$ cat src/rtl/pair_fifo_reader.sv
// pair_fifo_reader: reads two FIFO pairs (A = FIFOs 1/2, B = FIFOs 3/4) in alternating
// bursts of packer_len words and offers them on a valid/ready port through a 3-entry buffer.
// Optional feature: define BURST_COUNT_EN to count completed bursts on burst_count.
module pair_fifo_reader #(
    parameter int unsigned DATA_W = 16
) (
    input  logic                clk,
    input  logic                reset,
    input  logic                enable,
    input  logic [12:0]         packer_len,
    input  logic                fifo_empty1,
    input  logic                fifo_empty2,
    input  logic                fifo_empty3,
    input  logic                fifo_empty4,
    input  logic [DATA_W-1:0]   fifo_dout1,
    input  logic [DATA_W-1:0]   fifo_dout2,
    input  logic [DATA_W-1:0]   fifo_dout3,
    input  logic [DATA_W-1:0]   fifo_dout4,
    output logic                fifo_rd1,
    output logic                fifo_rd2,
    output logic                fifo_rd3,
    output logic                fifo_rd4,
    output logic [2*DATA_W-1:0] out_data,
    output logic                out_valid,
    input  logic                out_ready,
    output logic                out_pair,
    output logic                out_first,
    output logic                out_last,
    output logic [15:0]         burst_count
);

    typedef enum logic [1:0] {StIdle, StRdA, StRdB, StDrain} state_e;

    state_e              state_q, state_d;
    logic [12:0]         len_q, len_d;
    logic [12:0]         cnt_q, cnt_d;
    logic                infl_q, infl_d;
    logic [2:0]          infl_tag_q, infl_tag_d;   // {pair, first, last} of the read in flight
    logic [1:0]          occ_q, occ_d;
    logic [1:0]          wr_ptr_q, wr_ptr_d;
    logic [1:0]          rd_ptr_q, rd_ptr_d;
    logic [2*DATA_W-1:0] data_mem_q [3];
    logic [2*DATA_W-1:0] data_mem_d [3];
    logic [2:0]          tag_mem_q [3];
    logic [2:0]          tag_mem_d [3];

    logic room, rd_a, rd_b, issue, push, pop;
    logic [2:0] head_tag;

    // Read strobes: only from registered state, empty flags and enable; never from out_ready.
    always_comb begin
        room  = ({1'b0, occ_q} + {2'b00, infl_q}) < 3'd3;
        rd_a  = (state_q == StRdA) && enable && !fifo_empty1 && !fifo_empty2 && room;
        rd_b  = (state_q == StRdB) && enable && !fifo_empty3 && !fifo_empty4 && room;
        issue = rd_a | rd_b;
        fifo_rd1 = rd_a;
        fifo_rd2 = rd_a;
        fifo_rd3 = rd_b;
        fifo_rd4 = rd_b;
    end

    // Output side: head of the buffer, forced to zero while the buffer is empty.
    always_comb begin
        out_valid = (occ_q != 2'd0);
        out_data  = out_valid ? data_mem_q[rd_ptr_q] : '0;
        head_tag  = out_valid ? tag_mem_q[rd_ptr_q] : 3'b000;
        out_pair  = head_tag[2];
        out_first = head_tag[1];
        out_last  = head_tag[0];
        push      = infl_q;
        pop       = out_valid && out_ready;
    end

    // Next-state: FSM, burst word counter, in-flight tracking and buffer bookkeeping.
    always_comb begin
        state_d    = state_q;
        len_d      = len_q;
        cnt_d      = cnt_q;
        infl_d     = issue;
        infl_tag_d = {(state_q == StRdB), (cnt_q == 13'd0), (cnt_q == len_q - 13'd1)};
        occ_d      = occ_q + {1'b0, push} - {1'b0, pop};
        wr_ptr_d   = wr_ptr_q;
        rd_ptr_d   = rd_ptr_q;
        data_mem_d = data_mem_q;
        tag_mem_d  = tag_mem_q;

        unique case (state_q)
            StIdle: begin
                if (enable && packer_len != 13'd0) begin
                    state_d = StRdA;
                    len_d   = packer_len;
                    cnt_d   = 13'd0;
                end
            end
            StRdA, StRdB: begin
                if (!enable) begin
                    state_d = StDrain;
                end else if (issue) begin
                    if (cnt_q == len_q - 13'd1) begin
                        cnt_d   = 13'd0;
                        state_d = (state_q == StRdA) ? StRdB : StRdA;
                    end else begin
                        cnt_d = cnt_q + 13'd1;
                    end
                end
            end
            StDrain: begin
                if (!infl_q) state_d = StIdle;
            end
            default: state_d = StIdle;
        endcase

        // The read issued last cycle has its data on the FIFO outputs now.
        if (push) begin
            data_mem_d[wr_ptr_q] = infl_tag_q[2] ? {fifo_dout4, fifo_dout3}
                                                 : {fifo_dout2, fifo_dout1};
            tag_mem_d[wr_ptr_q]  = infl_tag_q;
            wr_ptr_d = (wr_ptr_q == 2'd2) ? 2'd0 : wr_ptr_q + 2'd1;
        end
        if (pop) rd_ptr_d = (rd_ptr_q == 2'd2) ? 2'd0 : rd_ptr_q + 2'd1;
    end

    // State register; reset drops buffered words and any read still in flight.
    always_ff @(posedge clk) begin
        if (reset) begin
            state_q    <= StIdle;
            len_q      <= 13'd0;
            cnt_q      <= 13'd0;
            infl_q     <= 1'b0;
            infl_tag_q <= 3'b000;
            occ_q      <= 2'd0;
            wr_ptr_q   <= 2'd0;
            rd_ptr_q   <= 2'd0;
            for (int i = 0; i < 3; i++) begin
                data_mem_q[i] <= '0;
                tag_mem_q[i]  <= 3'b000;
            end
        end else begin
            state_q    <= state_d;
            len_q      <= len_d;
            cnt_q      <= cnt_d;
            infl_q     <= infl_d;
            infl_tag_q <= infl_tag_d;
            occ_q      <= occ_d;
            wr_ptr_q   <= wr_ptr_d;
            rd_ptr_q   <= rd_ptr_d;
            data_mem_q <= data_mem_d;
            tag_mem_q  <= tag_mem_d;
        end
    end

`ifdef BURST_COUNT_EN
    logic [15:0] bc_q, bc_d;

    // Count handshakes of burst-closing words; wraps naturally at 16 bits.
    always_comb begin
        bc_d = bc_q;
        if (pop && out_last) bc_d = bc_q + 16'd1;
    end

    // Burst counter register.
    always_ff @(posedge clk) begin
        if (reset) bc_q <= 16'd0;
        else       bc_q <= bc_d;
    end

    assign burst_count = bc_q;
`else
    assign burst_count = 16'd0;
`endif

endmodule

$ cat config.mk
export PLATFORM = sky130hd
export DESIGN_NAME = pair_fifo_reader
export DESIGN_NICKNAME = d
export VERILOG_FILES = /design/src/rtl/pair_fifo_reader.sv
export SDC_FILE = /design/constraint.sdc
export NUM_CORES = 1
export LEC_CHECK = 0
export BUFFER_PORTS_ARGS = -buffer_cell sky130_fd_sc_hd__clkbuf_2
export CORE_UTILIZATION = 35
export CTS_CLUSTER_SIZE = 28
export DETAILED_ROUTE_END_ITERATION = 7
export GPL_TIMING_DRIVEN = 1
export PLACE_DENSITY_LB_ADDON = 0.25
export SLEW_MARGIN = 25
export SYNTH_ARGS = -nofsm -noshare
export SYNTH_HDL_FRONTEND = slang
export SYNTH_SLANG_ARGS = --single-unit
$ cat constraint.sdc
create_clock -name clk -period 2.42 [get_ports clk]
set_clock_uncertainty 0.05 [all_clocks]
set_input_delay 0.121 -clock clk [delete_from_list [all_inputs] [get_ports clk]]
set_output_delay 0.121 -clock clk [all_outputs]
set_load 0.02 [all_outputs]
==> impl_metrics.yaml <==
yosys:
  synth_compound_area_share_pct: 17.25
  ys_seq_area_share_pct: 40.90
  synth_top_area_share_pct: 40.90
  synth_top_area_cell: "dfxtp_1"
  avgSynthCellArea_um2: 8.392
  synth_area_leaders: "dfxtp_1 41%, mux2i_1 12%, nor2_1 12%"
  synth_area_um2: 6999
  async_flop_share_pct: 0
  ys_seq_elements: 143
  synthSimpleGateAreaFrac_pct: 18.20
  synth-adder-area-share_pct: 1.966
  synth_flop_cell: "dfxtp_1"
  synth_cells: 834
  yosys_warnings: 0
  synth_edf_count: 0
  synth-xor-area-share_pct: 3.504
  synth_top_family_by_area: "simple AND/OR/NAND/NOR gates"
  synthMuxAreaShare_pct: 11.87
  synth_cell_types: 49
sta:
  rsz0062_at_grt: "true"
  tns_ns: -0.01310
  period_share_pct: 100.5
  finalHoldViolations: 0
  hold_ws_ns: 0.04917
  finalWorstSetupSlack_ns: -0.01310
  setup_viol: 1
  relSlewSlack_pct: 45.41
  max_freq_ghz: 0.4110
  worst_pin_slew_ns: 0.8189
  period_needed_ns: 2.433
  final_max_slew_viol_count: 0
detailed_routing:
  detail_route.iter0.violations: 237
  drc: 0
  finalWirelength_um: 17460
  wl_per_cell_um: 14.15
  ant_nets: 0
  drtPass1Iterations: 5
  vias: 5995
  vias_per_cell: 4.858
cts:
  cts_inserted_buffers: 17
  htreeDepth: 4
  clk_path_buf_depth: 2
  cts-root-buf: "clkbuf_16"
  postCtsSetupBuffers: 0
  clock_sinks: 143
  insertion_delay_ns: 0.43
  cts_tree: "yes"
  clkTransAtPathRegs_ns: 0.06
floorplanning:
  die-area_um2: 20570
  design.core.area_um2: 19530
  std_cell_rows: 51
  die_w_um: 143.4
  ios: 141
  initial_core_util_pct: 35.85
  die_h_um: 143.4
worst_setup_path:
  path_cells: "or4_4 -> nor4b_4 -> o21ai_2 -> a2111oi_4 -> buf_4 -> a21oi_4 -> o21ai_2 -> o41ai_2"
  critPathBufInv: 1
  startpoint_type: "flip-flop"
  crit_fanout: 6
  critPathCaptureType: "flip-flop"
  r2r_slack_ns: -0.01
  cp_num_cells: 8
  cp.required_ns: 2.65
  crit_path_end: "state_q[0]$_SDFFE_PP0P_"
  r2r_end: "state_q[0]$_SDFFE_PP0P_"
  r2r_start: "len_q[5]$_SDFFE_PP0P_"
  slowest_stage: "or4_4"
  slowest_delay_ns: 0.60
  crit_type: "flip-flop to flip-flop"
  crit_path_frequent_cell: "o21ai_2"
  worst_r2r_path_depth: 8
  critPathArrivalTime_ns: 2.67
  critPathLaunch: "len_q[5]$_SDFFE_PP0P_"
  path_delay_family: "simple AND/OR/NAND/NOR gates"
global_routing:
  grt_pass1_vias: 5395
  grt_pass1_wl_um: 27590
  grt_usage_pct: 17.40
  gr-total-overflow: 0
  antenna_found_initial: 0
  grt_max_degree: 70
placed_design:
  dp_hpwl_um: 11360
  routabilityCongestion: 0.8154
  io_buffers: 124
  place_area_um2: 8019
  placedCellCount: 1191
  post-place-ws_ns: -0.04951
pwr:
  power_density_nw_per_um2: 827.9
  peakVddDrop_mv: 0.5270
  power_mw: 7.304
  p_leak_nw: 3.291
layout:
  utilization_pct: 45.18
  antenna_cells: 0
  stdcell_area_um2: 8822
  n_fill_cell: 1951
  fin_cells: 1234
  layout-drive-gt1-share_pct: 22.50
  nNetsFinal: 1054
  area_growth_pct: 26.05
outcome:
  status: "complete, but fails checks"
  violations: "negative setup slack"
flow_run:
  cap_viol_max_count: 0
worst_hold_path:
  min-delay-path-class: "input pin to flip-flop"
-- cell usage after synthesis (all sizes together) (9+ instances only) --
cell type,n
xor2,13
nor2,221
buf,31
mux2i,83
nand3,15
clkbuf,51
ha,11
nand2,21
xnor2,15
a211oi,96
inv,14
o21ai,9
dfxtp,143
a21oi,51
-- metal layers --
layer	wire length (µm)	part of all wire (%)	GRT usage, %	vias to the layer above
met5	0	0	0	-
li1	-	-	-	3138
met4	259	1.5	6.607	0
met3	661	3.8	3.466	21
met2	7889	45	26.83	151
met1	8650	50	23.83	2685
-- layout by cell type, fill, tap and decap left out, types with 16 or more instances in the layout --
master     count
nand2_1       21
a21oi_1       49
dfxtp_1      139
clkbuf_16     17
a211oi_1      96
nor2_1       219
buf_4         29
conb_1        16
clkbuf_2     123
mux2i_1       83
-- repair_timing --
item	CTS	global route
pin swaps	3	9
hold buffers	13	0
endpoints found under the setup margin	14	14
endpoints found under the hold margin	13	0
gates resized for setup	4	12
-- tightest hold or removal path, delay by kind of cell --
kind / cells / cell delay, ns
compound gates: 1 / 0.20
buf+inv: 1 / 0.07
mux: 1 / 0.09
-- registers in the layout, summed over array words and instances, names as in the netlist --
name and count:
infl_q 1, rd_ptr_q 2, data_mem_q 96, tag_mem_q 9, cnt_q 13, occ_q 2
len_q 13, wr_ptr_q 2, infl_tag_q 3, state_q 2
-- power by group --
group / total, mW / switching [mW] / internal (mW)
clock network: 2.74 / 1.01 / 1.74
registers: 2.62 / 0.151 / 2.47
logic: 1.93 / 1.14 / 0.789
-- area by class of cell --
type / count / area, µm² / area share [%]
clock inverter: 10 / 162.7 / 1.844
multi-input combinational: 610 / 3857 / 43.72
tap: 265 / 331.6 / 3.758
clock buffer: 20 / 446.7 / 5.063
timing repair buffer: 172 / 1104 / 12.51
inverter: 14 / 52.55 / 0.5957
sequential: 143 / 2868 / 32.51
-- worst min path at each step --
stage	cells after the start	startpoint	slack [ns]	endpoint
2_1_floorplan	2	packer_len[0]	0.21	len_q[0]$_SDFFE_PP0P_
3_3_place_gp	3	packer_len[9]	0.33	len_q[9]$_SDFFE_PP0P_
3_5_place_dp	3	packer_len[2]	0.33	len_q[2]$_SDFFE_PP0P_
4_1_cts	3	enable	0.05	len_q[12]$_SDFFE_PP0P_
5_1_grt	3	fifo_dout2[0]	0.06	data_mem_q[80]$_SDFFE_PP0P_
6_report	3	fifo_dout1[2]	0.05	data_mem_q[66]$_SDFFE_PP0P_
-- kinds of logic after synthesis --
group                    after synthesis
AO/OA/AOI/OAI                        173
XOR/XNOR                              28
adder cells (fa/ha/maj)               11
buffers and inverters                 96
flip-flops                           143
multiplexers                          83
other                                  1
AND/OR/NAND/NOR                      299
No activity file was read; power rests on OpenSTA's default activity.
